===== config.mk =====
export PLATFORM = sky130hd
export DESIGN_NAME = instr_fetch_unit_flat
export DESIGN_NICKNAME = d
export VERILOG_FILES = /design/src/rtl/instr_fetch_unit_pkg.sv /design/src/rtl/instr_fetch_unit_if.sv /design/src/rtl/ifu_wait_timer.sv /design/src/rtl/instr_fetch_unit.sv /design/src/flat_wrapper.sv
export SDC_FILE = /design/constraint.sdc
export NUM_CORES = 1
export LEC_CHECK = 0
export CAP_MARGIN = 20
export CORE_MARGIN = 2
export CORE_UTILIZATION = 52
export DETAILED_ROUTE_END_ITERATION = 16
export PLACE_DENSITY = 0.89
export SYNTH_ARGS = -nofsm -noshare
export SYNTH_HDL_FRONTEND = slang
export SYNTH_SLANG_ARGS = --single-unit

===== constraint.sdc =====
create_clock -name clk -period 5.55 [get_ports clk]
set_clock_uncertainty 0.2 [all_clocks]
set_input_delay 0.555 -clock clk [delete_from_list [all_inputs] [get_ports clk]]
set_output_delay 0.555 -clock clk [all_outputs]
set_load 0.005 [all_outputs]

===== src/rtl/instr_fetch_unit_pkg.sv =====
// Shared definitions for the instruction fetch unit: FSM state encoding,
// instruction word width and the default reset PC.
package instr_fetch_unit_pkg;

    localparam int unsigned INSTR_W          = 16;
    localparam int unsigned DEFAULT_RESET_PC = 0;

    typedef enum logic [1:0] {
        IFU_IDLE    = 2'd0,
        IFU_REQ     = 2'd1,
        IFU_DELIVER = 2'd2,
        IFU_ERR     = 2'd3
    } ifu_state_e;

endpackage


===== src/rtl/instr_fetch_unit_if.sv =====
// Instruction memory read bus: request/address from the fetch unit,
// data/ready back from memory.
interface instr_fetch_unit_if #(
    parameter int unsigned ADDR_W = 16
);
    import instr_fetch_unit_pkg::*;

    logic               mem_rd_req;
    logic [ADDR_W-1:0]  mem_addr;
    logic [INSTR_W-1:0] mem_rdata;
    logic               mem_ready;

    modport master (
        output mem_rd_req,
        output mem_addr,
        input  mem_rdata,
        input  mem_ready
    );

    modport slave (
        input  mem_rd_req,
        input  mem_addr,
        output mem_rdata,
        output mem_ready
    );

endinterface


===== src/rtl/ifu_wait_timer.sv =====
// Wait-state counter for the fetch request phase; at_limit flags the last
// permitted wait cycle. MAX_WAIT=0 disables the limit entirely.
module ifu_wait_timer #(
    parameter int unsigned MAX_WAIT = 15
) (
    input  logic clk,
    input  logic rst,
    input  logic clear,
    input  logic enable,
    output logic at_limit
);

    localparam int unsigned CNT_W = (MAX_WAIT > 0) ? $clog2(MAX_WAIT + 1) : 1;

    logic [CNT_W-1:0] count_q, count_d;

    always_comb begin
        count_d = count_q;
        if (clear) begin
            count_d = '0;
        end else if (enable) begin
            count_d = count_q + CNT_W'(1);
        end
    end

    always_ff @(posedge clk) begin
        if (rst) begin
            count_q <= '0;
        end else begin
            count_q <= count_d;
        end
    end

    // Asserted while the current cycle would be the MAX_WAIT-th unanswered one.
    assign at_limit = (MAX_WAIT != 0) && (32'(count_q) == (MAX_WAIT - 1));

endmodule


===== src/rtl/instr_fetch_unit.sv =====
// Instruction fetch unit: issues word reads to instruction memory, tracks PC
// and its successor, buffers branch redirects, and strobes fetched words to the IR.
module instr_fetch_unit
    import instr_fetch_unit_pkg::*;
#(
    parameter int unsigned       ADDR_W   = 16,
    parameter logic [ADDR_W-1:0] RESET_PC = ADDR_W'(DEFAULT_RESET_PC),
    parameter int unsigned       MAX_WAIT = 15
) (
    input  logic                 clk,
    input  logic                 rst,
    input  logic                 fetch_start,
    input  logic                 redirect_valid,
    input  logic [ADDR_W-1:0]    redirect_pc,
    instr_fetch_unit_if.master   mem,
    output logic [INSTR_W-1:0]   ir_data,
    output logic                 ir_write,
    output logic [ADDR_W-1:0]    pc,
    output logic [ADDR_W-1:0]    pc_next,
    output logic                 fetch_busy,
    output logic                 fetch_err
);

    ifu_state_e         state_q, state_d;
    logic [ADDR_W-1:0]  pc_q, pc_d;
    logic [ADDR_W-1:0]  pc_next_q, pc_next_d;
    logic [ADDR_W-1:0]  fetch_addr_q, fetch_addr_d;
    logic [ADDR_W-1:0]  target_q, target_d;
    logic               pending_q, pending_d;
    logic [INSTR_W-1:0] ir_data_q, ir_data_d;
    logic               ir_write_q, ir_write_d;
    logic               mem_rd_req_q, mem_rd_req_d;
    logic               fetch_busy_q, fetch_busy_d;
    logic               fetch_err_q, fetch_err_d;
    logic               timer_clear, timer_en, timer_at_limit;

    ifu_wait_timer #(
        .MAX_WAIT (MAX_WAIT)
    ) u_wait_timer (
        .clk      (clk),
        .rst      (rst),
        .clear    (timer_clear),
        .enable   (timer_en),
        .at_limit (timer_at_limit)
    );

    always_comb begin
        state_d      = state_q;
        pc_d         = pc_q;
        pc_next_d    = pc_next_q;
        fetch_addr_d = fetch_addr_q;
        target_d     = target_q;
        pending_d    = pending_q;
        ir_data_d    = ir_data_q;
        fetch_err_d  = fetch_err_q;
        timer_clear  = 1'b1;
        timer_en     = 1'b0;

        case (state_q)
            IFU_IDLE: begin
                if (fetch_start) begin
                    if (redirect_valid) begin
                        fetch_addr_d = redirect_pc;
                    end else if (pending_q) begin
                        fetch_addr_d = target_q;
                    end else begin
                        fetch_addr_d = pc_next_q;
                    end
                    pending_d = 1'b0;
                    state_d   = IFU_REQ;
                end else if (redirect_valid) begin
                    target_d  = redirect_pc;
                    pending_d = 1'b1;
                end
            end
            IFU_REQ: begin
                timer_clear = 1'b0;
                if (redirect_valid) begin
                    target_d  = redirect_pc;
                    pending_d = 1'b1;
                end
                if (mem.mem_ready) begin
                    ir_data_d = mem.mem_rdata;
                    pc_d      = fetch_addr_q;
                    pc_next_d = fetch_addr_q + ADDR_W'(1);
                    state_d   = IFU_DELIVER;
                end else begin
                    timer_en = 1'b1;
                    if (timer_at_limit) begin
                        fetch_err_d = 1'b1;
                        state_d     = IFU_ERR;
                    end
                end
            end
            IFU_DELIVER: begin
                if (redirect_valid) begin
                    target_d  = redirect_pc;
                    pending_d = 1'b1;
                end
                state_d = IFU_IDLE;
            end
            IFU_ERR: begin
                state_d = IFU_ERR;
            end
            default: begin
                state_d = IFU_IDLE;
            end
        endcase

        // Output flops follow the next state so every port is registered.
        ir_write_d   = (state_d == IFU_DELIVER);
        mem_rd_req_d = (state_d == IFU_REQ);
        fetch_busy_d = (state_d != IFU_IDLE);
    end

    always_ff @(posedge clk) begin
        if (rst) begin
            state_q      <= IFU_IDLE;
            pc_q         <= RESET_PC;
            pc_next_q    <= RESET_PC;
            fetch_addr_q <= '0;
            target_q     <= '0;
            pending_q    <= 1'b0;
            ir_data_q    <= '0;
            ir_write_q   <= 1'b0;
            mem_rd_req_q <= 1'b0;
            fetch_busy_q <= 1'b0;
            fetch_err_q  <= 1'b0;
        end else begin
            state_q      <= state_d;
            pc_q         <= pc_d;
            pc_next_q    <= pc_next_d;
            fetch_addr_q <= fetch_addr_d;
            target_q     <= target_d;
            pending_q    <= pending_d;
            ir_data_q    <= ir_data_d;
            ir_write_q   <= ir_write_d;
            mem_rd_req_q <= mem_rd_req_d;
            fetch_busy_q <= fetch_busy_d;
            fetch_err_q  <= fetch_err_d;
        end
    end

    assign mem.mem_rd_req = mem_rd_req_q;
    assign mem.mem_addr   = fetch_addr_q;
    assign ir_data        = ir_data_q;
    assign ir_write       = ir_write_q;
    assign pc             = pc_q;
    assign pc_next        = pc_next_q;
    assign fetch_busy     = fetch_busy_q;
    assign fetch_err      = fetch_err_q;

endmodule


===== src/flat_wrapper.sv =====
// flat-port wrapper written by rule: the top's interface ports become plain ports
module instr_fetch_unit_flat import instr_fetch_unit_pkg::*;
#(
    parameter int unsigned       ADDR_W   = 16,
    parameter logic [ADDR_W-1:0] RESET_PC = ADDR_W'(DEFAULT_RESET_PC),
    parameter int unsigned       MAX_WAIT = 15
)
  (clk, rst, fetch_start, redirect_valid, redirect_pc, ir_data, ir_write, pc, pc_next, fetch_busy, fetch_err, mem_mem_rd_req, mem_mem_addr, mem_mem_rdata, mem_mem_ready);
  instr_fetch_unit_if #(.ADDR_W(ADDR_W)) mem_i ();
  input  logic clk;
  input  logic rst;
  input  logic fetch_start;
  input  logic redirect_valid;
  input  logic [ADDR_W-1:0] redirect_pc;
  output logic [INSTR_W-1:0] ir_data;
  output logic ir_write;
  output logic [ADDR_W-1:0] pc;
  output logic [ADDR_W-1:0] pc_next;
  output logic fetch_busy;
  output logic fetch_err;
  output wire logic [$bits(mem_i.mem_rd_req)-1:0] mem_mem_rd_req;
  output wire logic [$bits(mem_i.mem_addr)-1:0] mem_mem_addr;
  input wire logic [$bits(mem_i.mem_rdata)-1:0] mem_mem_rdata;
  input wire logic [$bits(mem_i.mem_ready)-1:0] mem_mem_ready;
  assign mem_mem_rd_req = mem_i.mem_rd_req;
  assign mem_mem_addr = mem_i.mem_addr;
  assign mem_i.mem_rdata = mem_mem_rdata;
  assign mem_i.mem_ready = mem_mem_ready;
  instr_fetch_unit #(.ADDR_W(ADDR_W), .RESET_PC(RESET_PC), .MAX_WAIT(MAX_WAIT)) u_core (.clk(clk), .rst(rst), .fetch_start(fetch_start), .redirect_valid(redirect_valid), .redirect_pc(redirect_pc), .mem(mem_i), .ir_data(ir_data), .ir_write(ir_write), .pc(pc), .pc_next(pc_next), .fetch_busy(fetch_busy), .fetch_err(fetch_err));
endmodule

# Yosys cells after proc, flatten, opt, wreduce, memory -nomap -nowiden
# Cells that the tools add are included.
# word_totals
register_bits	91
inputBits	37
out_inout_bits	68
word_cells	46
# op_classes
addsub	2
n_eq_ne	7
muxes	14
bitwise_logic	2
reduce_logical	9
# ops
cell	count
$mux W16	4
$pmux W16 S2	1
$add A16 B1 Y16 const B	1
$pmux W2 S4	1
$eq A2 B2 Y1 const B	3
$mux W2	3
$reduce_and A2 Y1	3
$add A4 B1 Y4 const B	1
$eq A2 B1 Y1 const B	2
$eq A4 B4 Y1 const B	1
$mux W1	4
$reduce_bool A2 Y1	2
$reduce_or A2 Y1	2
$reduce_and A3 Y1	1
$logic_not A2 Y1	1
$ne A2 B2 Y1 const B	1
$not A1 Y1	2
$pmux W1 S2	1

# Depth between registers and ports, before layout
# Gate-level depths: netlist of run 1.
# depth
depth_word	5
ltp_mapped	8
mapped_depth_nobuf	6

# By module
# From an unflattened synthesis of run 1, not the netlist that was laid out.
# unflattened
hier_cells	476
hier_area_um2	3905.0
# modules_own_cells
module	n_inst	cells_each	area_each_um2	seq_area_each_um2
instr_fetch_unit	1	456	3707.3	1741.7
ifu_wait_timer	1	20	197.7	80.1

# Worst setup path before layout of run 1
# Ideal clock, no wire load.
# synth_path
kind	reg2reg
start	register u_core.state_q[0]
end	register u_core.target_q[10]
setup_ns	0.070
arrival_ns	1.588
required_time_ns	5.280
slack_ns	3.692
stages_incl_launch_ff	9
n_path_buf	2
path_cell_list	dfxtp_1 > inv_1 > ha_1 > and2_1 > clkbuf_1 > nor2_2 > buf_2 > nand2_1 > a21oi_1
# synth_via
elab_chain_cells	4
# synth_rtl
element	line_no	text
start: declaration	instr_fetch_unit.sv:24	ifu_state_e state_q, state_d;
start signal: assignment	instr_fetch_unit.sv:130	state_q <= state_d;
$eq A2 B1 Y1 or $eq A2 B2 Y1 (tied branches)	instr_fetch_unit.sv:59	case (state_q)
$reduce_or A2 Y1 (no line)	--	
$reduce_bool A2 Y1 (no line)	--	
$reduce_and A2 Y1 (no line)	--	
end signal: assignment	instr_fetch_unit.sv:134	target_q <= target_d;
end: declaration	instr_fetch_unit.sv:28	logic [ADDR_W-1:0] target_q, target_d;
# Parallel ways exist; a longest one is shown, timed or not.
# A chain may end at the register's enable or synchronous reset.

# Worst setup path in the final report of run 1
# layout_path
start	register u_core.state_q[0]
end	register u_core.target_q[7]
# The elaborated chain is that of the path after synthesis.

==> metrics.yaml, run 1 <==
timing:
  tightest_slew_ns: 1.08
  hold_violations: 0
  maxSlewViolCount: 0
  slew_headroom: 0.281
  period_share: 0.487
  fmax_mhz: 370
  grt_setup_unrepaired: "false"
  hold_slack_ns: 0.257
  finalSetupViolations: 0
  min_period_ns: 2.70
  setup_tns_ns: 0
synthesis:
  postSynth.asyncResetShare: 0
  synth_commonest_cells: "nand2_1 (135), dfxtp_1 (91), a21oi_1 (68)"
  yosysWarnings: 0
  netlist_top_cells_area: "dfxtp_1 (46%), nand2_1 (13%), a21oi_1 (8.6%)"
  ys_seq_area_frac: 0.462
  post-synth-top-area-cell: "dfxtp_1"
  ys_ff_latch: 91
  yosysUniqueCellTypes: 36
  syn_area_um2: 3940
  synth_top_flop_cell: "dfxtp_1"
  yosysTopAreaCellShare: 0.462
  postSynthAreaPerCell_um2: 8.13
  synth.most_common_cell: "nand2_1"
  netlist_instances: 485
  synth_edf_count: 0
  synth_nets: 529
layout:
  area_delta_synth_final_pct: 33.4
  drive_gt1_frac: 0.0678
  nNetsFinal: 615
  n_antenna_cell: 0
  stdcell_count: 674
power:
  powerDensity_nw_per_um2: 397
  leakagePower_nw: 1.75
  p_total_w: 0.00209
  ir_drop_mv: 0.254
clocking:
  clock_path_buffers: 2
  clkTransAtPathRegs_ns: 0.09
  cts_setup_buffers: 0
  cts_tree: "built"
  cts.sinks: 91
  ctsHoldBuffers: 0
  post_cts_resized: 0
  htree_levels: 3
  numCtsBuffers: 9
  insertion_delay_ns: 0.36
  root_buffer: "clkbuf_8"
setup_path:
  end_kind: "flop"
  cp_top_family: "simple AND/OR/NAND/NOR gates"
  critPathLaunchType: "flop"
  path_class: "flop to flop"
  reg2reg_from: "u_core.state_q[0]"
  cp_data_arrival_time_ns: 2.72
  path_max_fanout: 33
  cpPeakStageDelay_ns: 0.91
  path_buf_inv: 1
  cp_slowest_cell: "and2_1"
  critPathRequiredTime_ns: 5.57
  critPathLaunch: "u_core.state_q[0]"
  crit_path_cell_trace: "inv_1 -> ha_1 -> and2_1 -> nor2_2 -> nand2_1 -> a21oi_1"
global_routing:
  antenna_found_initial: 0
  grt_pass1_vias: 3413
  grt_max_degree: 66
  grt_pass1_wl_um: 16700
  track_usage: 0.247
  overflow: 0
detailed_routing:
  vias: 3698
  wl_per_cell_um: 15.4
  dr.pass1.iters: 4
  drtIter0Drc: 293
  routed_via_density: 5.49
  routed_wl_um: 10400
  drtAntennaViolNets: 0
  post-route-drc-count: 0
floorplan:
  start_util: 0.541
  chipHeight_um: 91.1
  rows: 31
  dieArea_um2: 8300
  ios: 105
  dieWidth_um: 91.1
  fp.coreArea_um2: 7290
placed_design:
  place.gp.congestion: 0.815
  dp_hpwl_um: 6980
  port_buffers: 104
  dp_cells: 656
outcome:
  outcome: "finished clean"
hold_path:
  hold_start: "u_core.pc[4]"
  hp-class: "flop to flop"
run:
  drv_cap: 0
through the flow:
| stage | worst slack (ns) | util | cell area, µm² |
|---|---|---|---|
| 4_1_cts | 2.60 | 0.712 | 5190 |
| 3_5_place_dp | 2.28 | 0.683 | 4980 |
| 6_report | 2.85 | 0.722 | 5260 |
| 3_3_place_gp | 2.32 | 0.683 | 4980 |
| 2_1_floorplan | 3.69 | - | 3940 |
| 5_1_grt | 2.67 | 0.722 | 5260 |
metal layers:
layer	share of wire	routed length (µm)	GRT usage
met5	0	0	0
met4	0.019	202	0.0783
met3	0.050	524	0.0324
met2	0.50	5210	0.415
met1	0.43	4480	0.331
final timing paths:
check | endpoint | slack [ns] | depth (start not counted)
worst min-delay path | u_core.pc[4] | 0.26 | 2
worst max register to register | u_core.target_q[7] | 2.85 | 6
worst max-delay path | u_core.target_q[7] | 2.85 | 6
worst min register to register | u_core.pc[4] | 0.26 | 2
sequential cells by signal, summed over array words and instances (netlist names):
name                         flops
u_core.ir_data                  16
u_core.pc                       16
u_core.fetch_busy                1
u_core.ir_write                  1
u_core.pc_next                  16
u_core.mem.mem_addr             16
u_core.target_q                 16
u_core.state_q                   2
u_core.pending_q                 1
u_core.mem.mem_rd_req            1
u_core.fetch_err                 1
u_core.u_wait_timer.count_q      4
placed cells by master (no fill, tap or decap), types with 3 or more instances in the layout:
| master | instances |
|---|---|
| nor3_2 | 4 |
| xnor2_1 | 12 |
| a311oi_1 | 3 |
| nor2b_1 | 3 |
| o21ai_0 | 12 |
| a211oi_1 | 10 |
| ha_1 | 7 |
| inv_1 | 9 |
| nand3_1 | 4 |
| mux2i_1 | 16 |
| dfxtp_1 | 91 |
| nor2_1 | 24 |
| nand2_1 | 135 |
| o21a_1 | 3 |
| clkdlybuf4s50_1 | 103 |
| a211oi_2 | 3 |
| xor2_1 | 3 |
| o21ai_1 | 23 |
| clkbuf_8 | 10 |
| a21oi_1 | 68 |
| nor4_2 | 4 |
report_power, final:
group          switching (W)  total (W)  internal, W  leakage [nW]
logic               0.000376   0.000710     0.000334         0.898
registers           0.000122   0.000891     0.000768         0.740
clock network       0.000228   0.000490     0.000262         0.108
layout make-up:
cell class	count	area [µm²]
clock buffers	10	138
clock inverters	5	77.6
fillers	571	2030
inverters	9	33.8
multi-input cells	352	1950
flip-flops and latches	91	1820
well taps	99	124
repair buffers	108	1110
worst reg2reg max path, cell delays in order, from the launching register on:
cell	delay [ns]
dfxtp_1	0.37
inv_1	0.12
ha_1	0.37
and2_1	0.91
nor2_2	0.35
nand2_1	0.17
a21oi_1	0.08
kinds of logic after synthesis:
| logic type | after synthesis | synth area share |
|---|---|---|
| compound gates | 126 | 0.182 |
| xor+xnor | 15 | 0.0333 |
| fa+ha+maj | 7 | 0.0222 |
| buf+inv | 42 | 0.0428 |
| flops | 91 | 0.462 |
| mux | 16 | 0.0406 |
| simple gates | 188 | 0.217 |
Note: power is estimated with default switching activity, not from simulation.
==> run 2: changes to the inputs <==
Settings changed: CORE_UTILIZATION 52 to 44, PLACE_DENSITY 0.89 to 0.81.
Clock period 5.55 ns to 2.3 ns, I/O delays scaled along.
==> metrics.yaml, run 2 (synthesis results as in run 1) <==
outcome:
  outcome: "finished clean"
setup_path:
  cp_data_arrival_time_ns: 1.49
  worst-path-stages: 1
  reg2reg_from: "u_core.state_q[1]"
  critPathLaunchType: "flop"
  critPathRequiredTime_ns: 1.87
  end_kind: "output pin"
  cpPeakStageDelay_ns: 0.57
  path_max_fanout: 7
  critPathLaunch: "u_core.mem.mem_addr[8]"
  path_buf_inv: 1
  reg2regPathDepth: 6
  cp_slowest_cell: "clkdlybuf4s50_1"
  path_class: "flop to output pin"
  cp_top_family: "buffers and inverters"
  crit_path_cell_trace: "clkdlybuf4s50_1"
floorplan:
  fp.coreArea_um2: 8720
  rows: 34
  dieArea_um2: 9740
  chipHeight_um: 98.7
  start_util: 0.452
  ios: 105
  dieWidth_um: 98.7
power:
  powerDensity_nw_per_um2: 960
  ir_drop_mv: 0.723
  leakagePower_nw: 1.79
layout:
  post-route-util: 0.612
  register_area_um2: 1820
  nNetsFinal: 624
  mostFrequentLayoutCell: "nand2_1"
  multi_input_area_um2: 1950
  final.fill_count: 705
  n_antenna_cell: 0
  mostFrequentLayoutCells: "nand2_1 (135), clkdlybuf4s50_1 (103), dfxtp_1 (91)"
  area_delta_synth_final_pct: 35.3
  drive_gt1_frac: 0.0838
hold_path:
  hold_start: "rst"
  hp-class: "input port to flop"
  hold-path-cell-count: 2
timing:
  period_share: 0.835
  finalSetupViolations: 0
  maxSlewViolCount: 0
  grt_setup_unrepaired: "false"
  setup_slack_ns: 0.379
  fmax_mhz: 521
  tightest_slew_ns: 0.590
  hold_violations: 0
  setup_tns_ns: 0
  slew_headroom: 0.606
  min_period_ns: 1.92
clocking:
  insertion_delay_ns: 0.36
  ctsHoldBuffers: 0
  root_buffer: "clkbuf_8"
  post_cts_resized: 0
  htree_levels: 3
  clock_path_buffers: 2
  cts_setup_buffers: 0
  cts.sinks: 91
  cts_tree: "built"
  clkTransAtPathRegs_ns: 0.09
  numCtsBuffers: 9
global_routing:
  antenna_found_initial: 0
  grt_max_degree: 63
  track_usage: 0.215
  grt_pass1_wl_um: 17200
  grt_pass1_vias: 3490
  overflow: 0
placed_design:
  place.gp.congestion: 0.791
  place_ws_ns: 0.332
  dp_hpwl_um: 7450
  port_buffers: 104
run:
  drv_cap: 0
detailed_routing:
  drtAntennaViolNets: 0
  post-route-drc-count: 0
  routed_wl_um: 10400
  wl_per_cell_um: 15.0
  drtIter0Drc: 183
  vias: 3662
  dr.pass1.iters: 5
  routed_via_density: 5.28
run 2: per-layer routing:
| metal | vias up | share of wire | GRT usage |
|---|---|---|---|
| li1 | 1818 | - | - |
| met1 | 1707 | 0.44 | 0.291 |
| met2 | 122 | 0.48 | 0.342 |
| met3 | 15 | 0.062 | 0.0454 |
| met4 | 0 | 0.017 | 0.0759 |
| met5 | - | 0 | 0 |
run 2: layout make-up:
type	instances	area share
Multi-Input combinational cell	352	0.366
Timing Repair Buffer	117	0.217
Tap cell	108	0.0253
Clock inverter	6	0.0178
Inverter	9	0.00633
Clock buffer	10	0.0258
Sequential cell	91	0.341
run 2: report_power, final:
group	internal [W]	switching [W]
logic	0.000837	0.000944
clock network	0.000653	0.000574
registers	0.00185	0.000259
total	0.00334	0.00178
run 2: final timing paths:
path	endpoint	slack, ns
min	u_core.mem.mem_addr[11]	0.12
min reg2reg	u_core.ir_data[10]	0.26
max	mem_mem_addr[8]	0.38
max reg2reg	u_core.target_q[10]	0.39
run 2: through the flow:
stage	hold WS (ns)	total power, W	std cells	instance area, µm²
final	0.124	0.00512	693	5340
after global routing	0.146	0.00544	693	5340
after CTS	0.122	0.00515	693	5340
after detailed placement	0.247	0.00392	677	5100
after global placement	0.242	0.00384	677	5100
after floorplan	0.106	0.00313	485	3940
